## src/rtl/dsp_frame_sequencer.sv

```systemverilog
// Frame sequencer for a DSP core: snapshots per-channel samples on each sample tick,
// waits out the core program, then streams the results channel by channel over valid/ready.
module dsp_frame_sequencer #(
    parameter int WIDTH       = 36,
    parameter int NUM_CH      = 8,
    parameter int PROG_CYCLES = 50
) (
    input  logic                             clk,
    input  logic                             reset_n,
    input  logic                             sample_tick,
    input  logic                             in_valid,
    input  logic [$clog2(NUM_CH)-1:0]        in_ch,
    input  logic [WIDTH-1:0]                 in_data,
    output logic                             core_start,
    output logic [NUM_CH-1:0][WIDTH-1:0]     core_inputs,
    input  logic [NUM_CH-1:0][WIDTH-1:0]     core_outputs,
    output logic                             out_valid,
    input  logic                             out_ready,
    output logic [$clog2(NUM_CH)-1:0]        out_ch,
    output logic [WIDTH-1:0]                 out_data,
    output logic                             busy,
    output logic                             overrun,
    input  logic                             overrun_clr
);
    localparam int CW = $clog2(NUM_CH);
    localparam int NW = (PROG_CYCLES > 1) ? $clog2(PROG_CYCLES) : 1;

    typedef enum logic [1:0] {IDLE, RUN, CAPTURE, DRAIN} state_t;

    state_t                       state_q, state_d;
    logic [NW-1:0]                cnt_q, cnt_d;
    logic [CW-1:0]                och_q, och_d;
    logic [NUM_CH-1:0][WIDTH-1:0] shadow_q, cin_q, obuf_q;
    logic                         start_q, ovr_q;
    logic                         launch, capture;

    always_comb begin
        state_d = state_q;
        cnt_d   = cnt_q;
        och_d   = och_q;
        launch  = 1'b0;
        capture = 1'b0;
        case (state_q)
            IDLE: if (sample_tick) begin
                launch  = 1'b1;
                cnt_d   = '0;
                state_d = RUN;
            end
            // The core_start cycle is the first RUN cycle, so CAPTURE lands PROG_CYCLES after it
            RUN: if (cnt_q == NW'(PROG_CYCLES - 1)) state_d = CAPTURE;
                 else cnt_d = cnt_q + NW'(1);
            CAPTURE: begin
                capture = 1'b1;
                och_d   = '0;
                state_d = DRAIN;
            end
            DRAIN: if (out_ready) begin
                if (och_q == CW'(NUM_CH - 1)) begin
                    och_d   = '0;
                    state_d = IDLE;
                end else begin
                    och_d = och_q + CW'(1);
                end
            end
            default: state_d = IDLE;
        endcase
    end

    always_ff @(posedge clk or negedge reset_n) begin
        if (!reset_n) begin
            state_q <= IDLE;
            cnt_q   <= '0;
            och_q   <= '0;
            start_q <= 1'b0;
        end else begin
            state_q <= state_d;
            cnt_q   <= cnt_d;
            och_q   <= och_d;
            start_q <= launch;
        end
    end

    // Shadow reads before this cycle's write, so a write coinciding with the tick waits a frame
    always_ff @(posedge clk or negedge reset_n) begin
        if (!reset_n) begin
            shadow_q <= '0;
            cin_q    <= '0;
            obuf_q   <= '0;
        end else begin
            if (in_valid) shadow_q[in_ch] <= in_data;
            if (launch)   cin_q  <= shadow_q;
            if (capture)  obuf_q <= core_outputs;
        end
    end

    always_ff @(posedge clk or negedge reset_n) begin
        if (!reset_n)                            ovr_q <= 1'b0;
        else if (sample_tick && state_q != IDLE) ovr_q <= 1'b1;
        else if (overrun_clr)                    ovr_q <= 1'b0;
    end

    assign core_start  = start_q;
    assign core_inputs = cin_q;
    assign out_valid   = (state_q == DRAIN);
    assign out_ch      = och_q;
    assign out_data    = out_valid ? obuf_q[och_q] : '0;
    assign busy        = (state_q != IDLE);
    assign overrun     = ovr_q;

endmodule
```

## config.mk

```make
export PLATFORM = sky130hd
export DESIGN_NAME = dsp_frame_sequencer
export DESIGN_NICKNAME = d
export VERILOG_FILES = /design/src/rtl/dsp_frame_sequencer.sv
export SDC_FILE = /design/constraint.sdc
export NUM_CORES = 1
export LEC_CHECK = 0
export BUFFER_PORTS_ARGS = -buffer_cell sky130_fd_sc_hd__buf_2
export CAP_MARGIN = 0
export CELL_PAD_IN_SITES_DETAIL_PLACEMENT = 0
export CELL_PAD_IN_SITES_GLOBAL_PLACEMENT = 1
export CORE_ASPECT_RATIO = 0.75
export CORE_MARGIN = 5
export CORE_UTILIZATION = 40
export CTS_CLUSTER_SIZE = 40
export DETAILED_ROUTE_END_ITERATION = 16
export GPL_TIMING_DRIVEN = 0
export PLACE_DENSITY = 0.67
export SLEW_MARGIN = 20
export SYNTH_ARGS = -nofsm -noshare
export SYNTH_HDL_FRONTEND = slang
export SYNTH_SLANG_ARGS = --single-unit
export TNS_END_PERCENT = 50
```

## constraint.sdc

```tcl
create_clock -name clk -period 3.9 [get_ports clk]
set_input_delay 0.39 -clock clk [delete_from_list [all_inputs] [get_ports clk]]
set_output_delay 0.39 -clock clk [all_outputs]
set_load 0.05 [all_outputs]
```

[Word level (Yosys, flattened, before mapping)]
Cells that the tools add are included.
Cells by class
  add/subtract/negate cells: 2
  $mul: 0
  div/mod/pow operators: 0
  $lt $le $gt $ge: 3
  equal/unequal tests: 10
  shifts and indexed selects: 0
  muxes and demuxes: 22
  bitwise logic cells: 0
  reductions and logical operators: 10
Operator list (number)
  $bwmux W288: 1
  $bmux W36 S3: 1
  $demux W36 S3: 1
  $mux W36: 3
  $mux W6: 2
  $pmux W6 S2: 1
  $lt A3 B4 Y1 const B: 2
  $mux W2: 4
  $pmux W2 S4: 1
  $reduce_bool A2 Y1: 4
  $add A6 B1 Y6 const B: 1
  $eq A6 B6 Y1 const B: 1
  $mux W3: 2
  $ne A2 B2 Y1 const B: 3
  $pmux W3 S2: 1
  $mux W1: 5
  $eq A2 B2 Y1 const B: 2
  $ne A2 B1 Y1 const B: 2
  $reduce_and A4 Y1: 1
  $add A3 B1 Y3 const B: 1
  $eq A3 B3 Y1 const B: 1
  $ge A3 B1 Y1 const B: 1
  $reduce_and A3 Y1: 1
  $eq A2 B1 Y1 const B: 1
  3 further kinds: 4
Word-level totals
  register bits: 877
  latch bits: 0
  memory bits (writable): 0
  ROM bits: 0
  output and inout port bits: 331
  word-level logic and storage cells: 76
  memories: 0

[Longest topological paths before layout]
Gate-level depths: netlist of run 1.
  depth in word-level cells: 5
  depth in mapped cells: 7

[Least setup slack after synthesis of run 1]
No wires, ideal clock.
  path kind: register -> output
  from: register state_q[1]
  to: output port out_data[0]
  arrival: 2.143 ns
  data required time: 3.510 ns
  setup slack: 1.367 ns
  cell stages (with the launch flop): 6
  buffers on the path: 2
  cells stage by stage: dfrtp_1 ha_1 nor2b_1 clkbuf_1 clkbuf_1 a22o_1
Between the ends
  longest elaborated chain between the ends: 2
RTL lines
  start, declared: line 30  | state_t state_q, state_d;
  start signal, assigned: line 76  | state_q <= state_d;
  $eq A2 B2 Y1: line 104  | assign out_valid = (state_q == DRAIN);
  net out_valid: line 17  | output logic out_valid,
  $mux W36: line 106  | assign out_data = out_valid ? obuf_q[och_q] : '0;
  end, declared: line 20  | output logic [WIDTH-1:0] out_data,
The timed path passes the listed nets, and every way through them passes these cells.

[Final worst setup path of run 1]
  from: register state_q[1]
  to: output port out_data[33]
Between the ends
  longest elaborated chain between the ends: 2
RTL lines (line)
  $eq A2 B2 Y1: 104
  $mux W36: 106
No other way between the ends.

==> run summary, run 1 <==
Post-Syn Area = 34900 um^2
Hold Vio Cnt, Final = 0
Vias per cell = 5.19
EDFF count, synth = 0
Die footprint = 93400 um^2
Root buf cell = clkbuf_16
HP Class = primary input to flip-flop
Total global routing overflow = 0
# clock sinks = 877
Clk Latency, worst-skew pair = 0.65 ns
Reg power frac = 49.3%
Relative slew slack = 21.2%
Initial antenna violation count = 20
Width of the die = 351 um
Layout Skew = 0.0220 ns
Cell Area, Placed = 39800 um^2
RSZ-0062 raised after global routing = no
Internal power = 16000 uW
Post-DRT Antenna Nets = 0
Max stage delay on crit path = 0.79 ns
Gp weighted congestion = 0.863
Post-Syn Instances = 2041
Synth Flop Type = dfrtp_1
Flops & latches, synth = 877
DRC violations left = 0
Port-buffer cells = 659
Max Cap Viol = 0
GRT Total Usage = 23.4%
Die Ht = 266 um
Status = completed
DR vias = 22400
CTS buffer count = 90
Synthesized Nets = 2383
CTS H-tree depth = 3
Hold Crit Start = core_outputs[167]
CP top delay family = buffers and inverters
Max Root-Sink Buffers = 3
Largest net degree at the start of global routing = 133
Tcrit/Tclk final = 94.9%
Reg-to-Reg Start = state_q[0]$_DFFE_PN0P_
# Post-CTS Setup Buffers = 0
Most frequent cells in the layout = dfrtp_1, mux2_2, buf_2
Routed length per placed instance = 25.4 um
CP startpoint = state_q[1]$_DFFE_PN0P_
Clock network power share = 41.6%
Leakage = 0.0221 uW
Worst Tran Pin Value = 1.18 ns
Pre-Repair DR Iteration Count = 6
Mapped Avg Cell Area = 17.1 um^2
Crit path DAT = 3.31 ns
Initial Util = 40.5%
Setup Viol. Count Final = 0
CTS tree = done
Crit end category = output port
DP Wirelength = 80600 um
DRT Wirelength = 110000 um
Combinational power share = 9.1%
CP Launch Type = flip-flop
Yosys cell types = 36
Placeable core area = 86200 um^2
Kind of critical path = flip-flop to output port
Most common cell after layout, fill and taps aside = dfrtp_1
Setup TNS = 0 ns
Worst vdd ir = 0.317 mV
Buffers & Inverters on Critical Path = 3
Clock transition at the registers of the reported paths = 0.06 ns
Net switching power = 4940 uW
Final #Nets = 3428
Share of cells above drive strength 1 = 58.4%
Vias in the first global route = 25000
Switching fraction of total power = 23.6%
Crit Path Max Fanout = 10
Max-slew violations = 0
P per Cell Area = 457 nW/um^2
Slowest library cell on the worst path = clkbuf_1
Placement Rows = 93
P&R area growth vs syn = 31.0%
Io pins = 664
Post-layout total power = 20900 uW
Fin crit period = 3.70 ns
Critical Path, Cell by Cell = ha_1 -> nor2b_1 -> clkbuf_1 -> clkbuf_1 -> a22o_1 -> buf_2
Fmax achieved = 270 MHz
Sequential element share of the synthesized area = 62.9%
Synth warn = 0
Finished Cell Area = 45800 um^2
Initial DRC Count = 1191
Most frequent CP cell = clkbuf_1
Filler instances = 7163
Required time worst endpoint = 3.51 ns
First-pass GRT wire length = 163000 um
Post_cts resized = 0
Asr flop ratio synth = 100%
[Yosys cell counts (2+ instances only)]
| library cell | count | area (um^2) |
|---|---|---|
| a22o_1 | 41 | 359 |
| nor3b_2 | 2 | 25.0 |
| nand4b_4 | 2 | 47.6 |
| buf_2 | 74 | 370 |
| or4b_1 | 2 | 20.0 |
| nand2_1 | 7 | 26.3 |
| inv_1 | 5 | 18.8 |
| o21ai_0 | 3 | 15.0 |
| a21o_1 | 2 | 15.0 |
| nor3_1 | 3 | 15.0 |
| dfrtp_1 | 877 | 21900 |
| nand3_1 | 8 | 40.0 |
| mux2_2 | 860 | 9680 |
| mux4_2 | 72 | 1620 |
| nor3_4 | 2 | 32.5 |
| nor2_1 | 4 | 15.0 |
| mux2_1 | 6 | 67.6 |
| nor2b_1 | 2 | 12.5 |
| buf_4 | 8 | 60.1 |
| mux2i_1 | 4 | 40.0 |
| ha_1 | 9 | 113 |
| buf_6 | 18 | 203 |
| clkbuf_1 | 17 | 63.8 |
[worst register-to-register path: stages (launching register included)]
cell and delay, ns:
dfrtp_1 0.37, inv_1 0.10, ha_1 0.26, nand2_1 0.17, clkbuf_1 0.75, buf_2 0.48, mux2_2 0.39
[final timing paths]
path	to	slack, ns	cells past startpoint
setup / recovery	out_data[33]	0.20	6
hold / removal	obuf_q[167]$_DFFE_PN0P_	0.05	2
setup reg to reg	core_inputs[165]$_DFFE_PN0P_	1.28	6
hold reg to reg	shadow_q[118]$_DFFE_PN0P_	0.49	1
max in group asynchronous	core_inputs[135]$_DFFE_PN0P_	0.59	7
min in group asynchronous	obuf_q[141]$_DFFE_PN0P_	0.25	2
[logic make-up (layout without fill, tap and decap cells)]
kind of cell,after synthesis,in the layout,share of synthesized area [%]
AOI/OAI and AO/OA,49,49,1.18
DFF,877,877,62.9
adders and majority gates,9,9,0.323
muxes,942,942,32.7
other,0,22,0
and+or+nand+nor,40,40,0.885
buffers and inverters,124,1239,2.07
[area by class of cell]
class	instances	area [um^2]	share of cell area, %
clock buffers	137	2650	5.79
repair buffers	953	6380	13.9
inverters	6	22.5	0.0492
diodes	22	55.1	0.120
flip-flops and latches	877	21900	48.0
multi-input cells	1040	12200	26.8
well taps	1140	1430	3.12
clock inverters	25	324	0.708
plain buffers	118	701	1.53
[power by group through the flow]
stage	Clock [uW]	Sequential [uW]	Combinational (uW)
final	8700	10300	1910
after detailed placement	0	10500	1680
after global placement	0	10400	1580
after global routing	9270	10400	2080
after CTS	8920	10300	1940
after floorplan	0	10300	1040
[repair_timing]
action / in CTS / in global routing
hold buffers: 287 / 0
hold endpoints to repair: 353 / 0
setup endpoints to repair: 0 / 0
[sequential cells by signal (all words and copies together), names as in the netlist]
name and cells:
core_inputs 288, obuf_q 288, out_ch 3, state_q 2
cnt_q 6, overrun 1, core_start 1, shadow_q 288
[through the flow]
stage	std cells	setup slack, ns	util (%)	hold slack (ns)
CTS	4296	0.226	53.0	0.00303
detailed placement	3847	0.460	46.2	0.319
finish	4318	0.198	53.1	0.0456
global route	4315	0.0811	53.1	0.0363
global placement	3840	-15.85	46.0	0.466
floorplan	2041	1.37	-	0.0944
[per-layer routing]
layer | wire length (um) | vias up | GRT usage [%]
li1 | - | 9573 | -
met1 | 45600 | 11900 | 30.5
met2 | 53200 | 676 | 38.2
met3 | 7000 | 231 | 5.85
met4 | 4140 | 0 | 8.64
met5 | 0 | - | 0
Power figures use the tool's default switching activity.
==> inputs of run 2 (changes only) <==
Settings changed: CORE_UTILIZATION 40 to 50, PLACE_DENSITY 0.67 to 0.82.
==> run summary, run 2 (synthesized netlist as in run 1, its figures left out) <==
Leakage = 0.0221 uW (about the same)
CTS H-tree depth = 3 (unchanged)
Status = completed (unchanged)
DRT Wirelength = 106000 um (was 110000 um)
Port-buffer cells = 659 (unchanged)
Placeable core area = 68900 um^2 (was 86200 um^2)
First-pass GRT wire length = 158000 um (was 163000 um)
Clk Latency, worst-skew pair = 0.63 ns (was 0.65 ns)
DP Wirelength = 75700 um (was 80600 um)
Most common cell after layout, fill and taps aside = dfrtp_1 (unchanged)
Vias per cell = 5.47 (was 5.19)
Routed length per placed instance = 25.9 um (was 25.4 um)
GRT Total Usage = 28.1% (was 23.4%)
Filler instances = 4867 (was 7163)
CP startpoint = state_q[1]$_DFFE_PN0P_ (unchanged)
DR vias = 22400 (about the same)
HP Class = primary input to flip-flop (unchanged)
Max-slew violations = 0 (unchanged)
Max Cap Viol = 0 (unchanged)
Layout Skew = 0.0143 ns (was 0.0220 ns)
Initial antenna violation count = 27 (was 20)
# clock sinks = 877 (unchanged)
Gp weighted congestion = 0.883 (was 0.863)
CTS tree = done (unchanged)
P per Cell Area = 457 nW/um^2 (about the same)
Initial Util = 50.7% (was 40.5%)
Initial DRC Count = 1335 (was 1191)
Pre-Repair DR Iteration Count = 5 (was 6)
Final #Nets = 3412 (was 3428)
Post-DRT Antenna Nets = 0 (unchanged)
Worst Tran Pin Value = 1.21 ns (was 1.18 ns)
Crit end category = output port (unchanged)
Post_cts resized = 0 (unchanged)
Fmax achieved = 270 MHz (about the same)
CTS buffer count = 83 (was 90)
Placement Rows = 83 (was 93)
Share of cells above drive strength 1 = 58.7% (was 58.4%)
Max Root-Sink Buffers = 3 (unchanged)
Relative slew slack = 19.6% (was 21.2%)
Total global routing overflow = 0 (unchanged)
Vias in the first global route = 24700 (was 25000)
Kind of critical path = flip-flop to output port (unchanged)
Clock transition at the registers of the reported paths = 0.06 ns (about the same)
RSZ-0062 raised after global routing = no (unchanged)
Setup TNS = 0 ns (unchanged)
DRC violations left = 0 (unchanged)
Most frequent cells in the layout = dfrtp_1, mux2_2, buf_2 (unchanged)
Reg-to-Reg Start = state_q[0]$_DFFE_PN0P_ (unchanged)
Crit path DAT = 3.31 ns (about the same)
Fin Hold WS = 0.0590 ns (was 0.0456 ns)
Fin crit period = 3.70 ns (about the same)
Root buf cell = clkbuf_16 (unchanged)
Setup Viol. Count Final = 0 (unchanged)
Width of the die = 315 um (was 351 um)
Die Ht = 239 um (was 266 um)
P&R area growth vs syn = 29.6% (was 31.0%)
Required time worst endpoint = 3.51 ns (about the same)
Worst vdd ir = 0.343 mV (was 0.317 mV)
Tcrit/Tclk final = 94.9% (about the same)
Die footprint = 75300 um^2 (was 93400 um^2)
Io pins = 664 (unchanged)
Crit Path Max Fanout = 10 (unchanged)
Largest net degree at the start of global routing = 149 (was 133)
Hold Vio Cnt, Final = 0 (unchanged)
CP Launch Type = flip-flop (unchanged)
Hold Crit Start = core_outputs[46] (was core_outputs[167])
## run 2: cell types whose count changed in the layout (fill, tap and decap cells not counted), moves of 2 or more
cell / change
bufinv_16: +6
clkinv_16: -2
dlygate4sd3_1: -8
clkbuf_16: -7
clkbuf_1: -9
inv_6: +2
diode_2: +8
clkinv_2: +7
clkbuf_8: -7
## run 2: cell type report
type | count | area [um^2] | share of cell area [%]
sequential | 877 | 21900 | 48.5
clock buffer | 114 | 2340 | 5.18
clock inverter | 37 | 482 | 1.06
antenna | 30 | 75.1 | 0.166
multi-input combinational | 1040 | 12200 | 27.1
tap | 935 | 1170 | 2.58
inverter | 6 | 22.5 | 0.0498
buffer | 118 | 701 | 1.55
timing repair buffer | 944 | 6270 | 13.9
## run 2: final timing paths
kind | end | slack [ns] | cells after the start
max | out_data[9] | 0.20 | 6
min in group asynchronous | obuf_q[211]$_DFFE_PN0P_ | 0.29 | 2
min | obuf_q[46]$_DFFE_PN0P_ | 0.06 | 2
min reg2reg | core_inputs[195]$_DFFE_PN0P_ | 0.49 | 1
max in group asynchronous | shadow_q[97]$_DFFE_PN0P_ | 1.88 | 4
max reg2reg | core_inputs[193]$_DFFE_PN0P_ | 1.28 | 6
## run 2: stage by stage
stage / total power (uW) / worst slack [ns] / instances / instance area [um^2] / util [%]
floorplan: 11400 / 1.37 / 2041 / 34900 / -
global placement: 12000 / -15.19 / 3635 / 39400 / 57.2
detailed placement: 12100 / 0.959 / 3641 / 39600 / 57.5
CTS: 20800 / 0.251 / 4071 / 45200 / 65.6
global route: 21400 / 0.0324 / 4101 / 45300 / 65.7
finish: 20700 / 0.198 / 4101 / 45300 / 65.7
## run 2: worst max-delay path, stage by stage (launching register included)
cell and delay [ns]:
dfrtp_1 0.39, ha_1 0.32, nor2b_1 0.18, clkbuf_1 0.41, clkbuf_1 0.78, a22o_1 0.30, buf_2 0.29
## run 2: timing repair
action	4_1_cts	5_1_grt
hold buffers	279	0
buffers inserted	0	0
endpoints found under the hold margin	368	0
endpoints found under the setup margin	0	0
## run 2: where the power goes
group / switching (uW) / internal (uW) / leakage (uW)
combinational: 828 / 1080 / 0.00966
sequential: 419 / 9910 / 0.0110
clock: 3540 / 4900 / 0.00140
total: 4780 / 15900 / 0.0221
## run 2: layer usage
layer | up-vias | share of wire (%) | GRT usage, %
met4 | 0 | 4.4 | 11.7
met3 | 307 | 6.0 | 6.40
met1 | 11800 | 42 | 37.7
met5 | - | 0 | 0
met2 | 786 | 48 | 44.8
li1 | 9542 | - | -
